**config.mk**
```make
export PLATFORM = sky130hd
export DESIGN_NAME = md_issue_ctrl_flat
export DESIGN_NICKNAME = d
export VERILOG_FILES = /design/src/rtl/md_issue_ctrl_pkg.sv /design/src/rtl/md_issue_ctrl_if.sv /design/src/rtl/md_issue_ctrl.sv /design/src/flat_wrapper.sv
export SDC_FILE = /design/constraint.sdc
export NUM_CORES = 1
export LEC_CHECK = 0
export ABC_AREA = 1
export CAP_MARGIN = 0
export CORE_AREA = 4 4 72 74
export CTS_BUF_LIST = sky130_fd_sc_hd__clkbuf_16
export DETAILED_ROUTE_END_ITERATION = 12
export DIE_AREA = 0 0 76 78
export PLACE_DENSITY = 0.83
export SLEW_MARGIN = 20
export SYNTH_ARGS = -nofsm -noshare
export SYNTH_HDL_FRONTEND = slang
export SYNTH_SLANG_ARGS = --single-unit
```
**constraint.sdc**
```tcl
create_clock -name clk -period 5.58 [get_ports clk]
set_clock_uncertainty 0.2 [all_clocks]
set_input_delay 1.395 -clock clk [delete_from_list [all_inputs] [get_ports clk]]
set_output_delay 1.395 -clock clk [all_outputs]
set_load 0.005 [all_outputs]
```
**src/rtl/md_issue_ctrl_pkg.sv**
```systemverilog
// Shared definitions for the multiply/divide issue controller: FSM encoding and default sizing.
package md_issue_ctrl_pkg;

  localparam int unsigned MdMaxWait = 16;
  localparam int unsigned MdCntW    = 5;
  localparam int unsigned MdPerfW   = 32;

  typedef enum logic [1:0] {
    StIdle   = 2'd0,
    StLaunch = 2'd1,
    StWait   = 2'd2
  } md_state_e;

endpackage

```
**src/rtl/md_issue_ctrl_if.sv**
```systemverilog
// Pipeline/MD-unit handshake bundle seen by the issue controller.
interface md_issue_ctrl_if #(
  parameter int unsigned PERF_W = 32
);
  logic              d_md_use;
  logic              e_md_op;
  logic              e_md_move;
  logic              e_valid;
  logic              flush;
  logic              md_busy;
  logic              md_start;
  logic              md_move_we;
  logic              stall_d;
  logic              md_timeout;
  logic [PERF_W-1:0] md_stall_cnt;

  modport master (
    input  d_md_use, e_md_op, e_md_move, e_valid, flush, md_busy,
    output md_start, md_move_we, stall_d, md_timeout, md_stall_cnt
  );

  modport slave (
    output d_md_use, e_md_op, e_md_move, e_valid, flush, md_busy,
    input  md_start, md_move_we, stall_d, md_timeout, md_stall_cnt
  );
endinterface

```
**src/rtl/md_issue_ctrl.sv**
```systemverilog
// Issues Start to the multiply/divide unit, tracks its Busy handshake, stalls D-stage
// HI/LO users until the result lands, and flags a unit that never finishes.
module md_issue_ctrl
  import md_issue_ctrl_pkg::*;
#(
  parameter int unsigned MAX_WAIT = MdMaxWait,
  parameter int unsigned CNT_W    = MdCntW,
  parameter int unsigned PERF_W   = MdPerfW
) (
  input logic           clk,
  input logic           reset,
  md_issue_ctrl_if.master md
);

  localparam logic [CNT_W-1:0] MaxWaitCnt = CNT_W'(MAX_WAIT);

  md_state_e         state_q, state_d;
  logic [CNT_W-1:0]  cnt_q, cnt_d;
  logic              timeout_q, timeout_d;
  logic [PERF_W-1:0] stall_cnt_q, stall_cnt_d;

  logic start, move_we, stall;

  // All combinational outputs are forced low while reset is held.
  always_comb begin
    start   = ~reset & (state_q == StIdle) & md.e_md_op & md.e_valid & ~md.flush;
    move_we = ~reset & (state_q == StIdle) & md.e_md_move & md.e_valid & ~md.flush;
    stall   = ~reset & md.d_md_use & ((state_q != StIdle) | start);
  end

  always_comb begin
    state_d   = state_q;
    cnt_d     = cnt_q;
    timeout_d = timeout_q;
    unique case (state_q)
      StIdle: begin
        if (start) state_d = StLaunch;
      end
      StLaunch: begin
        // Busy must be visible the cycle after Start; otherwise the unit is dead.
        if (md.md_busy) begin
          state_d = StWait;
          cnt_d   = CNT_W'(1);
        end else begin
          state_d   = StIdle;
          timeout_d = 1'b1;
        end
      end
      StWait: begin
        if (!md.md_busy) begin
          state_d = StIdle;
          cnt_d   = '0;
        end else if (cnt_q == MaxWaitCnt) begin
          state_d   = StIdle;
          cnt_d     = '0;
          timeout_d = 1'b1;
        end else begin
          cnt_d = cnt_q + CNT_W'(1);
        end
      end
      default: begin
        state_d = StIdle;
        cnt_d   = '0;
      end
    endcase
  end

  always_comb begin
    stall_cnt_d = stall_cnt_q;
    if (stall) stall_cnt_d = stall_cnt_q + PERF_W'(1);
  end

  always_ff @(posedge clk) begin
    if (reset) begin
      state_q     <= StIdle;
      cnt_q       <= '0;
      timeout_q   <= 1'b0;
      stall_cnt_q <= '0;
    end else begin
      state_q     <= state_d;
      cnt_q       <= cnt_d;
      timeout_q   <= timeout_d;
      stall_cnt_q <= stall_cnt_d;
    end
  end

  assign md.md_start     = start;
  assign md.md_move_we   = move_we;
  assign md.stall_d      = stall;
  assign md.md_timeout   = timeout_q;
  assign md.md_stall_cnt = stall_cnt_q;

endmodule

```
**src/flat_wrapper.sv**
```systemverilog
// flat-port wrapper written by rule: the top's interface ports become plain ports
module md_issue_ctrl_flat import md_issue_ctrl_pkg::*;
#(
  parameter int unsigned MAX_WAIT = MdMaxWait,
  parameter int unsigned CNT_W    = MdCntW,
  parameter int unsigned PERF_W   = MdPerfW
)
  (clk, reset, md_d_md_use, md_e_md_op, md_e_md_move, md_e_valid, md_flush, md_md_busy, md_md_start, md_md_move_we, md_stall_d, md_md_timeout, md_md_stall_cnt);
  md_issue_ctrl_if #(.PERF_W(PERF_W)) md_i ();
  input logic clk;
  input logic reset;
  input wire logic [$bits(md_i.d_md_use)-1:0] md_d_md_use;
  input wire logic [$bits(md_i.e_md_op)-1:0] md_e_md_op;
  input wire logic [$bits(md_i.e_md_move)-1:0] md_e_md_move;
  input wire logic [$bits(md_i.e_valid)-1:0] md_e_valid;
  input wire logic [$bits(md_i.flush)-1:0] md_flush;
  input wire logic [$bits(md_i.md_busy)-1:0] md_md_busy;
  output wire logic [$bits(md_i.md_start)-1:0] md_md_start;
  output wire logic [$bits(md_i.md_move_we)-1:0] md_md_move_we;
  output wire logic [$bits(md_i.stall_d)-1:0] md_stall_d;
  output wire logic [$bits(md_i.md_timeout)-1:0] md_md_timeout;
  output wire logic [$bits(md_i.md_stall_cnt)-1:0] md_md_stall_cnt;
  assign md_i.d_md_use = md_d_md_use;
  assign md_i.e_md_op = md_e_md_op;
  assign md_i.e_md_move = md_e_md_move;
  assign md_i.e_valid = md_e_valid;
  assign md_i.flush = md_flush;
  assign md_i.md_busy = md_md_busy;
  assign md_md_start = md_i.md_start;
  assign md_md_move_we = md_i.md_move_we;
  assign md_stall_d = md_i.stall_d;
  assign md_md_timeout = md_i.md_timeout;
  assign md_md_stall_cnt = md_i.md_stall_cnt;
  md_issue_ctrl #(.MAX_WAIT(MAX_WAIT), .CNT_W(CNT_W), .PERF_W(PERF_W)) u_core (.clk(clk), .reset(reset), .md(md_i));
endmodule
```
==> flow_summary.json, run 1 <==
{
  "reg_clk_slew_reported_paths_ns": 0.06,
  "drt_drc_violations_left": 0,
  "power.density_cell_area_mw_per_mm2": 253,
  "chipWidth_um": 76,
  "syn-instance-count": 370,
  "die-height_um": 78,
  "worstSetupPathType": "in2out",
  "final_nets": 430,
  "total_power_w": 0.000764,
  "timing.final.setup_violations": 0,
  "gp_congestion": 0.872,
  "run_status": "complete, no violations",
  "worstHoldPathCells": 2,
  "hold_class": "reg2reg",
  "synth_largest_type_area_fraction_pct": 33.1,
  "cp_data_required_time_ns": 3.98,
  "synth_area_leaders": "dfxtp_1, nand2_1, nor2_1",
  "worst_setup_path_startpoint": "reset",
  "worst_ir_drop_vdd_uv": 202,
  "clock_sinks": 40,
  "dieArea_mm2": 0.00593,
  "net_count_after_synthesis": 385,
  "max-clock-path-buffers": 2,
  "clkLatencyLatePin_ns": 0.28,
  "std_cell_rows": 25,
  "grt_start_max_net_pins": 31,
  "synthesis.area_per_instance_um2": 6.53,
  "diodes": 0,
  "layout-area-overhead-vs-synth_pct": 25.0,
  "routed_wirelength_mm": 5.55,
  "synth_largest_area_cell": "dfxtp_1",
  "prevailing_post_synth_register_cell": "dfxtp_1",
  "synth.yosys.warnings": 0,
  "timing.final.crit_share_pct": 86.3,
  "globalRouteTotalUtil_pct": 18.6,
  "regToRegSetupSlack_ns": 3.34,
  "setup-tns-final_ns": 0,
  "cts_tree": "done",
  "numCtsBuffers": 5,
  "grt_first_pass_wirelength_mm": 9.35,
  "cts_max_level": 2,
  "fmax_ghz": 0.208,
  "cts_root_buffer": "clkbuf_16",
  "core-area_mm2": 0.00460,
  "post_cts.repair.setup_buffers": 0,
  "layout.cells.most_common": "nand2_1",
  "r2r_cells": 9,
  "initial_core_util_pct": 52.5,
  "via_count": 2411,
  "synth_async_sr_flop_share_pct": 0,
  "layout_common_cells": "nand2_1, nor2_1, clkdlybuf4s50_1",
  "post_route_cells_drive_above_1_share_pct": 7.45,
  "place_hpwl_mm": 4.24,
  "final_antenna_net_count": 0,
  "fin_crit_ns": 4.82,
  "worst_ep_arrival_time_ns": 3.22,
  "synthDistinctLibCells": 29,
  "viasPerCell": 5.13,
  "worst_slew_margin_rel_pct": 66.7,
  "worst_setup_path_start_kind": "input pin",
  "overflow": 0,
  "critical_path_peak_fanout": 27,
  "leakage_nw": 1.14,
  "detail_route.first_pass.iterations": 4,
  "synth_edf_count": 0,
  "drt_first_iter_violations": 137,
  "setup.worst_path.end_class": "output pin",
  "post_synth_instance_area_mm2": 0.00242,
  "port_buffers": 43,
  "worst-slew-pin-transition_ns": 0.499,
  "report.final.hold_viol_count": 0,
  "maxCapViolations": 0,
  "filler_cell_count": 405,
  "cts-hold-fix-buffers": 0,
  "number_of_antenna_violations_at_the_first_check_in_global_routing": 0,
  "io_pins": 44,
  "critical_path.reg2reg.startpoint": "u_core.state_q[0]",
  "synth.yosys.seq_area_share_pct": 33.1,
  "grt_pass1_vias": 2239,
  "cts.repair.resized": 0,
  "slew_violations": 0,
  "hold_path_startpoint": "u_core.md.md_timeout",
  "yosys_register_bits": 40,
  "setup_repair_after_global_routing_missed_its_margin": "false",
  "routedWlPerCell_um": 11.8
}
-- registers in the layout, summed over array words and instances, names as in the netlist --
| name | cells |
|---|---|
| u_core.state_q | 2 |
| u_core.cnt_q | 5 |
| u_core.md.md_stall_cnt | 32 |
| u_core.md.md_timeout | 1 |
-- worst max-delay path, stage by stage --
cell	delay, ns
clkdlybuf4s50_1	0.44
inv_2	0.39
nand3_4	0.17
nor2_4	0.14
nor2_2	0.06
nor2_4	0.11
clkdlybuf4s50_1	0.52
-- per-layer routing --
metal  vias up  part of all wire [%]  GRT usage [%]
met2        61                    49           35.0
li1       1263                     -              -
met1      1082                    44           20.9
met5         -                     0              0
met4         0                  0.94           6.05
met3         5                   5.7           3.36
-- final cells by class --
class                   count  area, um^2  area share [%]
repair buffers             45         445            14.8
inverters                  43         161            5.35
multi-input cells         280        1410            46.5
well taps                  54        67.6            2.24
clock inverters             3        13.8           0.456
flip-flops and latches     40         801            26.5
clock buffers               5         125            4.14
-- cell families after synthesis --
family          count (synthesis)  synth area share [%]
compound gates                 35                  7.98
xor+xnor                        6                  2.18
fa+ha+maj                       7                  3.62
buf+inv                        50                  8.70
flops                          40                  33.1
simple gates                  232                  44.4
-- synthesized netlist by cell type, types with 2 or more instances --
cell type,instances
nand2_1,101
nor2_1,67
inv_1,42
dfxtp_1,40
nand3_1,26
a21oi_1,23
o21ai_0,9
nand4_1,8
ha_1,7
nor3_1,6
nor2_4,5
nand3_2,4
nor2_2,4
xnor2_1,4
nand2_2,3
buf_1,2
buf_4,2
buf_6,2
nor2_8,2
nor3b_1,2
nor4_1,2
xor2_1,2
-- where the power goes --
part,internal [W],switching (W)
clock network,0.000162,0.000108
registers,0.000297,0.00000788
logic,0.0000650,0.000124
-- metrics by stage --
stage / setup slack [ns] / util [%] / cells / cell area, um^2 / hold WS, ns
final: 0.764 / 65.7 / 470 / 3020 / 0.285
after global routing: 0.657 / 65.7 / 470 / 3020 / 0.334
after CTS: 0.768 / 65.7 / 470 / 3020 / 0.297
after detailed placement: 0.771 / 62.6 / 462 / 2880 / 0.277
after global placement: 0.823 / 62.6 / 462 / 2880 / 0.274
after floorplan: 1.96 / - / 370 / 2420 / 0.274
-- worst paths after layout --
| kind | end |
|---|---|
| min reg2reg | u_core.md.md_timeout |
| max | md_stall_d |
| min | u_core.md.md_timeout |
| max reg2reg | u_core.md.md_stall_cnt[19] |
Power figures use the tool's default switching activity.
==> run 2, diff against run 1 <==
- PLACE_DENSITY: 0.83 -> 0.81
- SKIP_LAST_GASP: default -> 1
==> flow_summary.json, run 2 (synthesized netlist as in run 1, its figures left out) <==
{
  "run_status": "complete, no violations",
  "timing.final.setup_violations": 0,
  "r2r_cells": 9,
  "post_route_cells_drive_above_1_share_pct": 6.97,
  "filler_cell_count": 413,
  "setup-tns-final_ns": 0,
  "critical_path.reg2reg.startpoint": "u_core.state_q[0]",
  "worst_ir_drop_vdd_uv": 197,
  "reg_clk_slew_reported_paths_ns": 0.06,
  "leakage_nw": 1.14,
  "gp_congestion": 0.882,
  "die-height_um": 78,
  "dieArea_mm2": 0.00593,
  "clock_sinks": 40,
  "list_of_cells_traversed_by_the_critical_path": "clkdlybuf4s50_1 > inv_2 > nand3_4 > nor2_4 > nor2_2 > nor2_4 > clkdlybuf4s50_1",
  "layout-area-overhead-vs-synth_pct": 24.9,
  "regToRegSetupSlack_ns": 3.37,
  "port_buffers": 43,
  "cts.repair.resized": 0,
  "slew_violations": 0,
  "grt_pass1_vias": 2312,
  "cts_tree": "done",
  "overflow": 0,
  "switching_power_summed_over_all_nets_w": 0.000241,
  "proportion_of_power_drawn_by_flip_flops_and_latches_pct": 39.9,
  "final_antenna_net_count": 0,
  "number_of_flip_flops_in_the_largest_register": 32,
  "timing.critical_path.slowest_cell_delay_ns": 0.52,
  "post_cts.repair.setup_buffers": 0,
  "grt_start_max_net_pins": 31,
  "total_power_w": 0.000764,
  "chipWidth_um": 76,
  "max-clock-path-buffers": 2,
  "share_of_total_power_consumed_by_net_switching_pct": 31.6,
  "worst_setup_path_startpoint": "reset",
  "power.density_cell_area_mw_per_mm2": 253,
  "number_of_antenna_violations_at_the_first_check_in_global_routing": 0,
  "worst-slew-pin-transition_ns": 0.487,
  "cts_root_buffer": "clkbuf_16",
  "numCtsBuffers": 5,
  "via_count": 2433,
  "drt_drc_violations_left": 0,
  "cts-hold-fix-buffers": 0,
  "maxCapViolations": 0,
  "worst_slew_margin_rel_pct": 67.5,
  "clkLatencyLatePin_ns": 0.28,
  "drt_first_iter_violations": 145,
  "rr_endpoint": "u_core.md.md_stall_cnt[27]",
  "cp_data_required_time_ns": 3.98,
  "critical_path_peak_fanout": 27,
  "worst_setup_path_start_kind": "input pin",
  "io_pins": 44,
  "std_cell_rows": 25,
  "detail_route.first_pass.iterations": 4,
  "diodes": 0,
  "routed_wirelength_mm": 5.69,
  "globalRouteTotalUtil_pct": 19.4,
  "cp_slowest_cell": "clkdlybuf4s50_1",
  "worstSetupPathType": "in2out",
  "report.final.hold_viol_count": 0,
  "layout_common_cells": "nand2_1, nor2_1, inv_1",
  "timing.final.crit_share_pct": 85.8,
  "layout.cells.most_common": "nand2_1",
  "place_hpwl_mm": 4.31,
  "viasPerCell": 5.18,
  "worst_ep_arrival_time_ns": 3.19,
  "grt_first_pass_wirelength_mm": 9.69,
  "cts_max_level": 2,
  "setup_repair_after_global_routing_missed_its_margin": "false",
  "design_internal_power_w": 0.000522,
  "setup.worst_path.end_class": "output pin",
  "multiInputGateArea_mm2": 0.00141,
  "routedWlPerCell_um": 12.1,
  "hold_class": "reg2reg",
  "combinationalPowerShare_pct": 24.7,
  "fmax_ghz": 0.209,
  "core-area_mm2": 0.00460,
  "final_nets": 430,
  "initial_core_util_pct": 52.5,
  "portion_of_total_power_attributed_to_the_clock_network_pct": 35.4,
  "fin_crit_ns": 4.79,
  "ff_latch_area_um2": 801,
  "crit_path_end": "md_stall_d"
}
## run 2: cell types whose count changed in the layout (fill, tap and decap cells not counted)
cell	previous run	this run
inv_1	42	44
clkinv_2	2	0
## run 2: area by class of cell
type	count	area share, %
Clock inverter	3	0.373
Clock buffer	5	4.15
Sequential cell	40	26.5
Timing Repair Buffer	45	14.8
Inverter	43	5.35
Tap cell	54	2.24
Multi-Input combinational cell	280	46.6
## run 2: how the worst min path moves through the flow
| stage | start | end | depth (start not counted) |
|---|---|---|---|
| finish | u_core.md.md_timeout | u_core.md.md_timeout | 2 |
| global route | u_core.md.md_stall_cnt[0] | u_core.md.md_stall_cnt[0] | 1 |
| CTS | u_core.md.md_timeout | u_core.md.md_timeout | 2 |
| detailed placement | u_core.md.md_timeout | u_core.md.md_timeout | 2 |
| global placement | u_core.md.md_timeout | u_core.md.md_timeout | 2 |
| floorplan | u_core.md.md_stall_cnt[0] | u_core.md.md_stall_cnt[0] | 1 |
## run 2: power by group through the flow
stage                     clock, W  sequential (W)  combinational (W)
final                     0.000270        0.000305           0.000189
after global placement           0        0.000311           0.000184
after floorplan                  0        0.000310           0.000148
after global routing      0.000284        0.000307           0.000208
after CTS                 0.000273        0.000305           0.000189
after detailed placement         0        0.000311           0.000189
## run 2: layer usage
| metal | share of wire, % | vias up | wire (um) | GRT usage, % |
|---|---|---|---|---|
| li1 | - | 1268 | - | - |
| met3 | 4.6 | 11 | 262 | 3.13 |
| met2 | 49 | 65 | 2800 | 34.7 |
| met5 | 0 | - | 0 | 0 |
| met1 | 45 | 1089 | 2530 | 22.6 |
| met4 | 1.5 | 0 | 87 | 8.19 |
## run 2: critical path: cells and delay by family
family | cells | cell delay, ns
and+or+nand+nor | 4 | 0.45
buffers and inverters | 3 | 1.34
## run 2: stage by stage
step | worst slack (ns) | util, % | std cells | hold WS (ns) | cell area (um^2)
6_report | 0.792 | 65.6 | 470 | 0.282 | 3020
5_1_grt | 0.671 | 65.6 | 470 | 0.322 | 3020
4_1_cts | 0.778 | 65.6 | 470 | 0.295 | 3020
3_5_place_dp | 0.778 | 62.6 | 462 | 0.277 | 2880
3_3_place_gp | 0.815 | 62.6 | 462 | 0.276 | 2880
2_1_floorplan | 1.96 | - | 370 | 0.274 | 2420
